--- src/rtl/debounce_sync.sv ---
// -----------------------------------------------------------------------------
// debounce_sync
//   Conditions a raw asynchronous input such as a push-button or a switch.
//   The input passes through a flop synchroniser. A stability counter and a
//   4-state FSM then filter out bounce. The block produces a clean level and
//   single-cycle edge pulses. d_out feeds the D input of the downstream d_ff
//   stage directly.
//
// Parameters
//   SYNC_STAGES     synchroniser depth on din (>= 2)
//   DEBOUNCE_CYCLES consecutive equal synchronised samples needed to accept a
//                   new level (>= 2)
//   CNT_W           stability counter width (derived; do not override)
//
// Ports
//   clk    in   system clock; all state updates on posedge
//   reset  in   asynchronous, active-low reset (0 = reset asserted)
//   din    in   raw asynchronous input, may bounce
//   d_out  out  debounced, synchronised level
//   rise   out  one-cycle pulse when d_out goes 0->1
//   fall   out  one-cycle pulse when d_out goes 1->0
//   busy   out  high while a candidate level change is being qualified
// -----------------------------------------------------------------------------
module debounce_sync #(
  parameter int SYNC_STAGES     = 2,
  parameter int DEBOUNCE_CYCLES = 16,
  parameter int CNT_W           = $clog2(DEBOUNCE_CYCLES) + 1
) (
  input  logic clk,
  input  logic reset,
  input  logic din,
  output logic d_out,
  output logic rise,
  output logic fall,
  output logic busy
);

  typedef enum logic [1:0] {
    IDLE_LOW,
    WAIT_HIGH,
    IDLE_HIGH,
    WAIT_LOW
  } state_t;

  localparam logic [CNT_W-1:0] CNT_LAST = CNT_W'(DEBOUNCE_CYCLES - 1);
  localparam logic [CNT_W-1:0] CNT_ONE  = CNT_W'(1);

  logic [SYNC_STAGES-1:0] r_sync;
  logic [CNT_W-1:0]       r_cnt;
  state_t                 r_state;
  logic                   w_s;

  // The FSM sees only the last synchroniser flop, never din itself.
  assign w_s = r_sync[SYNC_STAGES-1];

  // NOTE: sequential state uses non-blocking (<=) so that every flop samples
  // pre-edge values; blocking here would collapse the synchroniser chain.
  always_ff @(posedge clk or negedge reset) begin
    if (!reset) begin
      r_sync <= '0;
    end else begin
      r_sync <= {r_sync[SYNC_STAGES-2:0], din};
    end
  end

  // A single FSM block owns the counter and all outputs, so every output is
  // a flop. rise and fall default low each cycle, which makes them
  // one-cycle pulses.
  always_ff @(posedge clk or negedge reset) begin
    if (!reset) begin
      r_state <= IDLE_LOW;
      r_cnt   <= '0;
      d_out   <= 1'b0;
      rise    <= 1'b0;
      fall    <= 1'b0;
      busy    <= 1'b0;
    end else begin
      rise <= 1'b0;
      fall <= 1'b0;
      unique case (r_state)
        IDLE_LOW: begin
          if (w_s) begin
            r_state <= WAIT_HIGH;
            r_cnt   <= CNT_ONE;
            busy    <= 1'b1;
          end
        end
        WAIT_HIGH: begin
          // The abort is tested first, so a drop that coincides with the
          // final count still rejects the candidate.
          if (!w_s) begin
            r_state <= IDLE_LOW;
            r_cnt   <= '0;
            busy    <= 1'b0;
          end else if (r_cnt == CNT_LAST) begin
            r_state <= IDLE_HIGH;
            r_cnt   <= '0;
            d_out   <= 1'b1;
            rise    <= 1'b1;
            busy    <= 1'b0;
          end else begin
            r_cnt <= r_cnt + 1'b1;
          end
        end
        IDLE_HIGH: begin
          if (!w_s) begin
            r_state <= WAIT_LOW;
            r_cnt   <= CNT_ONE;
            busy    <= 1'b1;
          end
        end
        WAIT_LOW: begin
          if (w_s) begin
            r_state <= IDLE_HIGH;
            r_cnt   <= '0;
            busy    <= 1'b0;
          end else if (r_cnt == CNT_LAST) begin
            r_state <= IDLE_LOW;
            r_cnt   <= '0;
            d_out   <= 1'b0;
            fall    <= 1'b1;
            busy    <= 1'b0;
          end else begin
            r_cnt <= r_cnt + 1'b1;
          end
        end
        default: begin
          r_state <= IDLE_LOW;
          r_cnt   <= '0;
          busy    <= 1'b0;
        end
      endcase
    end
  end

endmodule

--- config.mk ---
export PLATFORM = sky130hd
export DESIGN_NAME = debounce_sync
export DESIGN_NICKNAME = d
export VERILOG_FILES = /design/src/rtl/debounce_sync.sv
export SDC_FILE = /design/constraint.sdc
export NUM_CORES = 1
export LEC_CHECK = 0
export CAP_MARGIN = 30
export CORE_AREA = 2 2 39 41
export CTS_CLUSTER_DIAMETER = 100
export CTS_CLUSTER_SIZE = 25
export DETAILED_ROUTE_END_ITERATION = 16
export DIE_AREA = 0 0 41 43
export SETUP_SLACK_MARGIN = 0.2
export SYNTH_ARGS = -nofsm -noshare
export SYNTH_HDL_FRONTEND = slang
export SYNTH_SLANG_ARGS = --single-unit
--- constraint.sdc ---
create_clock -name clk -period 1.9 [get_ports clk]
set_input_delay 0.19 -clock clk [delete_from_list [all_inputs] [get_ports clk]]
set_output_delay 0.19 -clock clk [all_outputs]
set_load 0.01 [all_outputs]
==> impl_table.tex, run 1 <==
\begin{tabular}{lr}
\hline
Metric & Value \\
\hline
\multicolumn{2}{l}{\textbf{Clock network}} \\
\# hold bufs at CTS & 0 \\
CTS root buffer & sky130\_fd\_sc\_hd\_\_clkbuf\_4 \\
Clock sinks & 13 \\
CTS tree & built \\
Number of buffers created by CTS & 3 \\
Maximum number of buffers from clock root to sink & 2 \\
Clock H-tree levels & 1 \\
Post-CTS repair timing setup buffer count & 0 \\
Clock transition time at the flip-flop clock pins of the worst setup and hold paths & 0.08 ns \\
CTS-repair resized insts & 0 \\
Clock latency on the worst-skew pair & 0.29 ns \\
\multicolumn{2}{l}{\textbf{Route}} \\
Average routed wire per standard cell & 12.9 µm \\
Number of remaining DRC errors & 0 \\
DR pass1 iterations & 4 \\
Number of nets with antenna violations after routing & 0 \\
DRT Wirelength & 953 µm \\
Average vias per placed instance & 5.39 \\
First-iteration detailed-routing DRC count & 8 \\
Via count of the routed design & 399 \\
\multicolumn{2}{l}{\textbf{Finish}} \\
Layout filler cell count & 130 \\
Reg area & $\sim$330 µm² \\
Number of antenna diodes & 0 \\
Share of cells above drive strength 1 & 0.0862 \\
Net count reported at finish & 63 \\
Layout area overhead & 17.3\% \\
Area used by multi-input combinational logic & roughly 230 µm² \\
\multicolumn{2}{l}{\textbf{Timing}} \\
Setup repair after global routing missed its margin & no \\
Fin. max-slew vios & 0 \\
Count of endpoints failing setup in the final report & 0 \\
Share of the clock period used by the worst path & 0.771 \\
Transition at the pin with the smallest max-transition slack & 0.577 ns \\
Final Critical Period & 1.47 ns \\
Max Clk Rate & 682 MHz \\
Worst rel slew slack & 0.614 \\
Final setup slack of the worst path & approximately 0.43 ns \\
Worst clock skew & 0.00104 ns \\
Final hold violation count & 0 \\
Sum of negative setup slack & 0 ns \\
\multicolumn{2}{l}{\textbf{Floorplanning}} \\
Starting density of the core & 0.407 \\
Overall die area & 1760 µm² \\
I/O Pins & 7 \\
Die Span Y & 43 µm \\
Core region area & 1380 µm² \\
Width of the die & between 40 and 50 µm \\
Number of core rows & 14 \\
\multicolumn{2}{l}{\textbf{Worst setup path}} \\
Setup crit end kind & register \\
Max Fanout on Critical Path & 4 \\
Crit path launch type & register \\
Worst reg2reg startpoint & r\_cnt[0] \\
Cell with the largest stage delay on the worst path & sky130\_fd\_sc\_hd\_\_dfrtp\_1 \\
CP arrival & 1.64 ns \\
Cells on worst reg2reg path & 4 \\
Crit path buf inv count & 0 \\
Largest delay contributor family on the critical path & flip-flops \\
Largest stage delay on the critical path & 0.41 ns \\
Ordered cell list for the critical path & ha\_1 > and4b\_1 > nand2\_1 > mux2\_2 \\
Setup CP Type & register to register \\
Data required, critical path & 2.08 ns \\
Worst setup slack for register-to-register paths & 0.43 ns \\
\multicolumn{2}{l}{\textbf{Synthesis}} \\
Dominant cell type by area after synthesis & sky130\_fd\_sc\_hd\_\_dfrtp\_1 \\
Netlist Area Pre-Place & 563 µm² \\
Count of flip-flops with a built-in enable after synthesis & 0 \\
Number of different library cells in the post-synthesis netlist & 22 \\
Commonest cells post-synth & sky130\_fd\_sc\_hd\_\_dfrtp\_1 (13), sky130\_fd\_sc\_hd\_\_nand3\_1 (5), sky130\_fd\_sc\_hd\_\_o21ai\_0 (5) \\
Average cell area after synthesis & 11.3 µm² \\
Share of async-settable or async-resettable flops after synthesis & 1.00 \\
Count of yosys warnings during synthesis & 0 \\
Synth Net Count & between 50 and 60 \\
Number of instances in the synthesized netlist & 50 \\
Area fraction of the dominant cell type after synthesis & 0.578 \\
Cell types occupying the most area after synthesis & sky130\_fd\_sc\_hd\_\_dfrtp\_1 (58\%), sky130\_fd\_sc\_hd\_\_nand3\_1 (4.4\%), sky130\_fd\_sc\_hd\_\_o21ai\_0 (4.4\%) \\
Dominant register cell in the synthesized netlist & sky130\_fd\_sc\_hd\_\_dfrtp\_1 \\
Sequential element share of the synthesized area & 0.578 \\
Most frequently used cell type in the post-synthesis netlist & sky130\_fd\_sc\_hd\_\_dfrtp\_1 \\
Yosys reg bits & 13 \\
\multicolumn{2}{l}{\textbf{Pwr}} \\
PnR Total Power & 0.524 mW \\
Power density normalized to cell area & between 700 and 800 nW/µm² \\
P\_leak & roughly 0.28 nW \\
IR drop worst, VDD & 387 µV \\
\multicolumn{2}{l}{\textbf{Global routing}} \\
Via count of the first global-routing pass & 375 \\
First-pass GRT wire length & 1.61 mm \\
Initial antenna violation count & 0 \\
Maximum number of pins on one net before global-route repair & 15 \\
Total global routing overflow & 0 \\
Global-route usage over all layers & 0.151 \\
\multicolumn{2}{l}{\textbf{Placed design}} \\
Number of buffer cells added on primary ports & 6 \\
Placement-stage worst setup slack & approximately 0.45 ns \\
Routability cong. & 0.743 \\
Dpl hpwl & 661 µm \\
\multicolumn{2}{l}{\textbf{Run}} \\
Number of max-cap violations & 0 \\
\multicolumn{2}{l}{\textbf{Hold path}} \\
Hold Path Class & primary input to asynchronous set/reset pin \\
\multicolumn{2}{l}{\textbf{Status}} \\
Status & completed \\
\hline
\end{tabular}
## report_power, final
part | switching (mW) | internal [mW] | total, mW
logic | 0.0214 | 0.0211 | 0.0425
clock network | 0.0949 | 0.0818 | 0.177
registers | 0.0155 | 0.289 | 0.305
## metrics by stage
step | hold WS, ns | cells | cell area (µm²) | utilization
detailed placement | 0.338 | 70 | 634 | 0.458
global placement | 0.335 | 70 | 634 | 0.458
CTS | 0.284 | 74 | 661 | 0.477
global route | 0.320 | 74 | 661 | 0.477
floorplan | -0.106 | 50 | 563 | -
finish | 0.268 | 74 | 661 | 0.477
## area by class of cell
cell class,instances,area share
clock buffers,4,0.0398
multi-input cells,35,0.347
flip-flops and latches,13,0.492
repair buffers,6,0.0909
well taps,16,0.0303
## kinds of logic (layout without fill, tap and decap cells)
group | after synthesis | after routing | share of synthesized area
simple gates | 18 | 18 | 0.178
flops | 13 | 13 | 0.578
compound gates | 11 | 11 | 0.111
xor+xnor | 4 | 4 | 0.0756
buf+inv | 2 | 10 | 0.0155
fa+ha+maj | 1 | 1 | 0.0222
mux | 1 | 1 | 0.0200
## state kept, by name, summed over array words and instances (netlist names), named ones only
name,flops
r_cnt,5
r_sync,2
busy,1
d_out,1
fall,1
r_state,1
rise,1
## worst max path at each step
stage,start,end,slack (ns),cells after the start
floorplan,r_cnt[0],register,0.52,4
global placement,r_cnt[0],register,0.48,4
detailed placement,r_cnt[0],register,0.45,4
CTS,r_cnt[0],register,0.43,4
global route,r_cnt[0],register,0.37,4
finish,r_cnt[0],register,0.43,4
## metal layers
metal | up-vias | GRT usage | share of wire | routed length (µm)
li1 | 193 | - | - | -
met1 | 192 | 0.179 | 0.48 | 454
met2 | 9 | 0.194 | 0.44 | 418
met3 | 5 | 0.0471 | 0.033 | 31
met4 | 0 | 0.160 | 0.050 | 48
met5 | - | 0 | 0 | 0
## cells in the final DEF (no fill, tap or decap)
cell	instances
sky130_fd_sc_hd__o21ai_0	5
sky130_fd_sc_hd__nand2b_1	1
sky130_fd_sc_hd__xor2_1	2
sky130_fd_sc_hd__o21a_1	2
sky130_fd_sc_hd__a31oi_1	1
sky130_fd_sc_hd__clkdlybuf4s50_1	6
sky130_fd_sc_hd__nand2_1	4
sky130_fd_sc_hd__and3_1	1
sky130_fd_sc_hd__o22ai_1	1
sky130_fd_sc_hd__nor2_1	2
sky130_fd_sc_hd__ha_1	1
sky130_fd_sc_hd__dfrtp_1	13
sky130_fd_sc_hd__a21oi_1	2
sky130_fd_sc_hd__mux2_2	1
sky130_fd_sc_hd__xnor2_1	1
sky130_fd_sc_hd__nand4_1	1
sky130_fd_sc_hd__and4b_1	1
sky130_fd_sc_hd__xor2_2	1
sky130_fd_sc_hd__clkbuf_4	3
sky130_fd_sc_hd__nor3b_1	2
sky130_fd_sc_hd__clkbuf_1	1
sky130_fd_sc_hd__nand3_1	5
sky130_fd_sc_hd__nand4b_1	1
Note: power is estimated with default switching activity, not from simulation.
==> run 2, diff against run 1 <==
- PLACE_DENSITY: not set -> 0.66
- clock period: 1.9 -> 1.3 ns (I/O delays scaled with it)
==> run 2 against run 1 <==
Net effect: the flow now finishes with violations (setup timing); setup slack worse by 0.46 ns; worst hold slack worse by 0.11 ns; non-clock buffer count up 9; core utilization up 8.4 points; final cell count up 12%; clock skew up 0.0039 ns; sequential power up 47%; via count up 10%; sequential cell count unchanged.
==> impl_table.tex, run 2 (synthesized netlist as in run 1, its figures left out) <==
\begin{tabular}{lr}
\hline
Metric & Value \\
\hline
\multicolumn{2}{l}{\textbf{Status}} \\
Status & finished, violations left \\
Violated checks & setup timing \\
\multicolumn{2}{l}{\textbf{Route}} \\
Number of remaining DRC errors & 0 (unchanged) \\
Via count of the routed design & 439 (+10\%) \\
Number of nets with antenna violations after routing & 0 (unchanged) \\
Average vias per placed instance & 5.29 (-1.9\%) \\
DR pass1 iterations & 4 (unchanged) \\
First-iteration detailed-routing DRC count & 13 (+5) \\
Average routed wire per standard cell & 14.0 µm (+8.3\%) \\
DRT Wirelength & 1.16 mm (+22\%) \\
\multicolumn{2}{l}{\textbf{Finish}} \\
Largest register FFs & 5 (unchanged) \\
Layout area overhead & 38.0\% \\
Biggest register & r\_cnt \\
Final cell area excluding filler cells & 777 µm² (+18\%) \\
Number of antenna diodes & 0 (unchanged) \\
Biggest regs & r\_cnt (5), r\_sync (2) \\
Net count reported at finish & 72 (+14\%) \\
Final cell count without fillers & 83 (+12\%) \\
Share of cells above drive strength 1 & 0.284 (+0.197) \\
Layout filler cell count & 124 (-4.6\%) \\
Commonest non-fill, non-tap cells in the layout & sky130\_fd\_sc\_hd\_\_dfrtp\_1 (12), sky130\_fd\_sc\_hd\_\_buf\_4 (7), sky130\_fd\_sc\_hd\_\_nand3\_1 (5), sky130\_fd\_sc\_hd\_\_o21ai\_0 (4) \\
Leading cell type in the layout, fill and taps excluded & sky130\_fd\_sc\_hd\_\_dfrtp\_1 \\
\multicolumn{2}{l}{\textbf{Timing}} \\
Setup repair after global routing missed its margin & yes \\
Transition at the pin with the smallest max-transition slack & 0.420 ns (-0.157 ns) \\
Final hold violation count & 0 (unchanged) \\
Count of endpoints failing setup in the final report & 2 (+2) \\
Max Clk Rate & 757 MHz (+11\%) \\
Final worst hold slack & 0.157 ns (-0.110 ns) \\
Final Critical Period & 1.32 ns (-0.144 ns) \\
Worst clock skew & 0.00497 ns (+0.00392 ns) \\
Share of the clock period used by the worst path & 1.02 (+0.245) \\
Worst rel slew slack & 0.720 (+0.106) \\
Final setup slack of the worst path & -0.0216 ns (-0.456 ns) \\
Fin. max-slew vios & 0 (unchanged) \\
\multicolumn{2}{l}{\textbf{Worst setup path}} \\
Setup crit end kind & register \\
Ordered cell list for the critical path & ha\_4 > and4b\_1 > nand2\_2 > mux2\_4 \\
Cell with the largest stage delay on the worst path & sky130\_fd\_sc\_hd\_\_dfrtp\_1 \\
Max Fanout on Critical Path & 3 (-1) \\
Largest delay contributor family on the critical path & flip-flops \\
Crit path launch type & register \\
Crit path buf inv count & 0 (unchanged) \\
CP arrival & 1.48 ns (-0.16 ns) \\
Worst setup slack for register-to-register paths & -0.02 ns (-0.46 ns) \\
Largest stage delay on the critical path & 0.41 ns (about the same) \\
Data required, critical path & 1.46 ns (-0.62 ns) \\
Setup CP Type & register to register \\
\multicolumn{2}{l}{\textbf{Global routing}} \\
Global-route usage over all layers & 0.156 (+0.00535) \\
First-pass GRT wire length & 1.77 mm (+9.9\%) \\
Total global routing overflow & 0 (unchanged) \\
Via count of the first global-routing pass & 413 (+10\%) \\
Maximum number of pins on one net before global-route repair & 15 (unchanged) \\
Initial antenna violation count & 0 (unchanged) \\
\multicolumn{2}{l}{\textbf{Floorplanning}} \\
Core region area & 1380 µm² (unchanged) \\
I/O Pins & 7 (unchanged) \\
Overall die area & 1760 µm² (unchanged) \\
Number of core rows & 14 (unchanged) \\
Die Span Y & 43 µm (unchanged) \\
Starting density of the core & 0.407 (unchanged) \\
Width of the die & 41 µm (unchanged) \\
\multicolumn{2}{l}{\textbf{Placed design}} \\
Placement-stage worst setup slack & 0.0153 ns (-0.430 ns) \\
Routability cong. & 0.792 (+6.6\%) \\
Dpl hpwl & 711 µm (+7.6\%) \\
Number of buffer cells added on primary ports & 6 (unchanged) \\
Cell area after placement & 681 µm² (+7.3\%) \\
Number of instances in the placed design & 75 (+7.1\%) \\
\multicolumn{2}{l}{\textbf{Clock network}} \\
Clock sinks & 13 (unchanged) \\
CTS tree & built \\
Number of buffers created by CTS & 3 (unchanged) \\
Maximum number of buffers from clock root to sink & 2 (unchanged) \\
CTS root buffer & sky130\_fd\_sc\_hd\_\_clkbuf\_4 \\
Clock H-tree levels & 1 (unchanged) \\
\# hold bufs at CTS & 0 (unchanged) \\
Clock transition time at the flip-flop clock pins of the worst setup and hold paths & 0.08 ns (about the same) \\
Clock latency on the worst-skew pair & 0.27 ns (-0.02 ns) \\
\multicolumn{2}{l}{\textbf{Hold path}} \\
Hold Path Class & primary input to asynchronous set/reset pin \\
\multicolumn{2}{l}{\textbf{Run}} \\
Number of max-cap violations & 0 (unchanged) \\
\multicolumn{2}{l}{\textbf{Pwr}} \\
P\_leak & 0.353 nW (+24\%) \\
Power density normalized to cell area & 1030 nW/µm² (+30\%) \\
IR drop worst, VDD & 515 µV (+33\%) \\
PnR Total Power & 0.803 mW (+53\%) \\
\hline
\end{tabular}
## run 2: timing repair
item | 4_1_cts | 5_1_grt
setup buffers | 2 | 2
resized for setup | 9 | 5
endpoints found under the setup margin | 15 | 13
pin swaps | 6 | 1
## run 2: worst register-to-register path, delay by kind of cell (launching register included)
kind          cells  cell delay, ns
flops             1            0.41
simple gates      2            0.33
mux               1            0.31
fa+ha+maj         1            0.17
## run 2: layout make-up
type / count / area (µm²) / share of cell area
flip-flops and latches: 13 / 327 / 0.420
multi-input cells: 35 / 272 / 0.349
repair buffers: 15 / 133 / 0.171
clock buffers: 4 / 26.3 / 0.0338
well taps: 16 / 20.0 / 0.0258
## run 2: path summary, 6_finish.rpt
kind / startpoint / end / cells past startpoint
max in group asynchronous: reset / r_sync[1] / 2
max reg2reg: r_cnt[1] / register / 4
min in group clk: din / r_sync[0] / 1
min reg2reg: r_sync[0] / r_sync[1] / 0
max: r_cnt[1] / register / 4
min: reset / d_out / 2
## run 2: power breakdown
part	switching, mW	leakage [nW]	internal [mW]
Clock	0.127	0.0150	0.119
Sequential	0.0267	0.168	0.423
Combinational	0.0433	0.171	0.0644
Total	0.197	0.353	0.606
## run 2: layer usage
layer | vias to the layer above | wire (µm) | track usage
met3 | 2 | 72 | 0.0314
li1 | 212 | - | -
met1 | 210 | 498 | 0.203
met5 | - | 0 | 0
met2 | 15 | 573 | 0.213
met4 | 0 | 14 | 0.127
## run 2: stage by stage
stage                     utilization  setup TNS [ns]
after global routing            0.561          -0.151
after floorplan                     -               0
after detailed placement        0.492               0
after global placement          0.492               0
after CTS                       0.539               0
final                           0.561         -0.0319
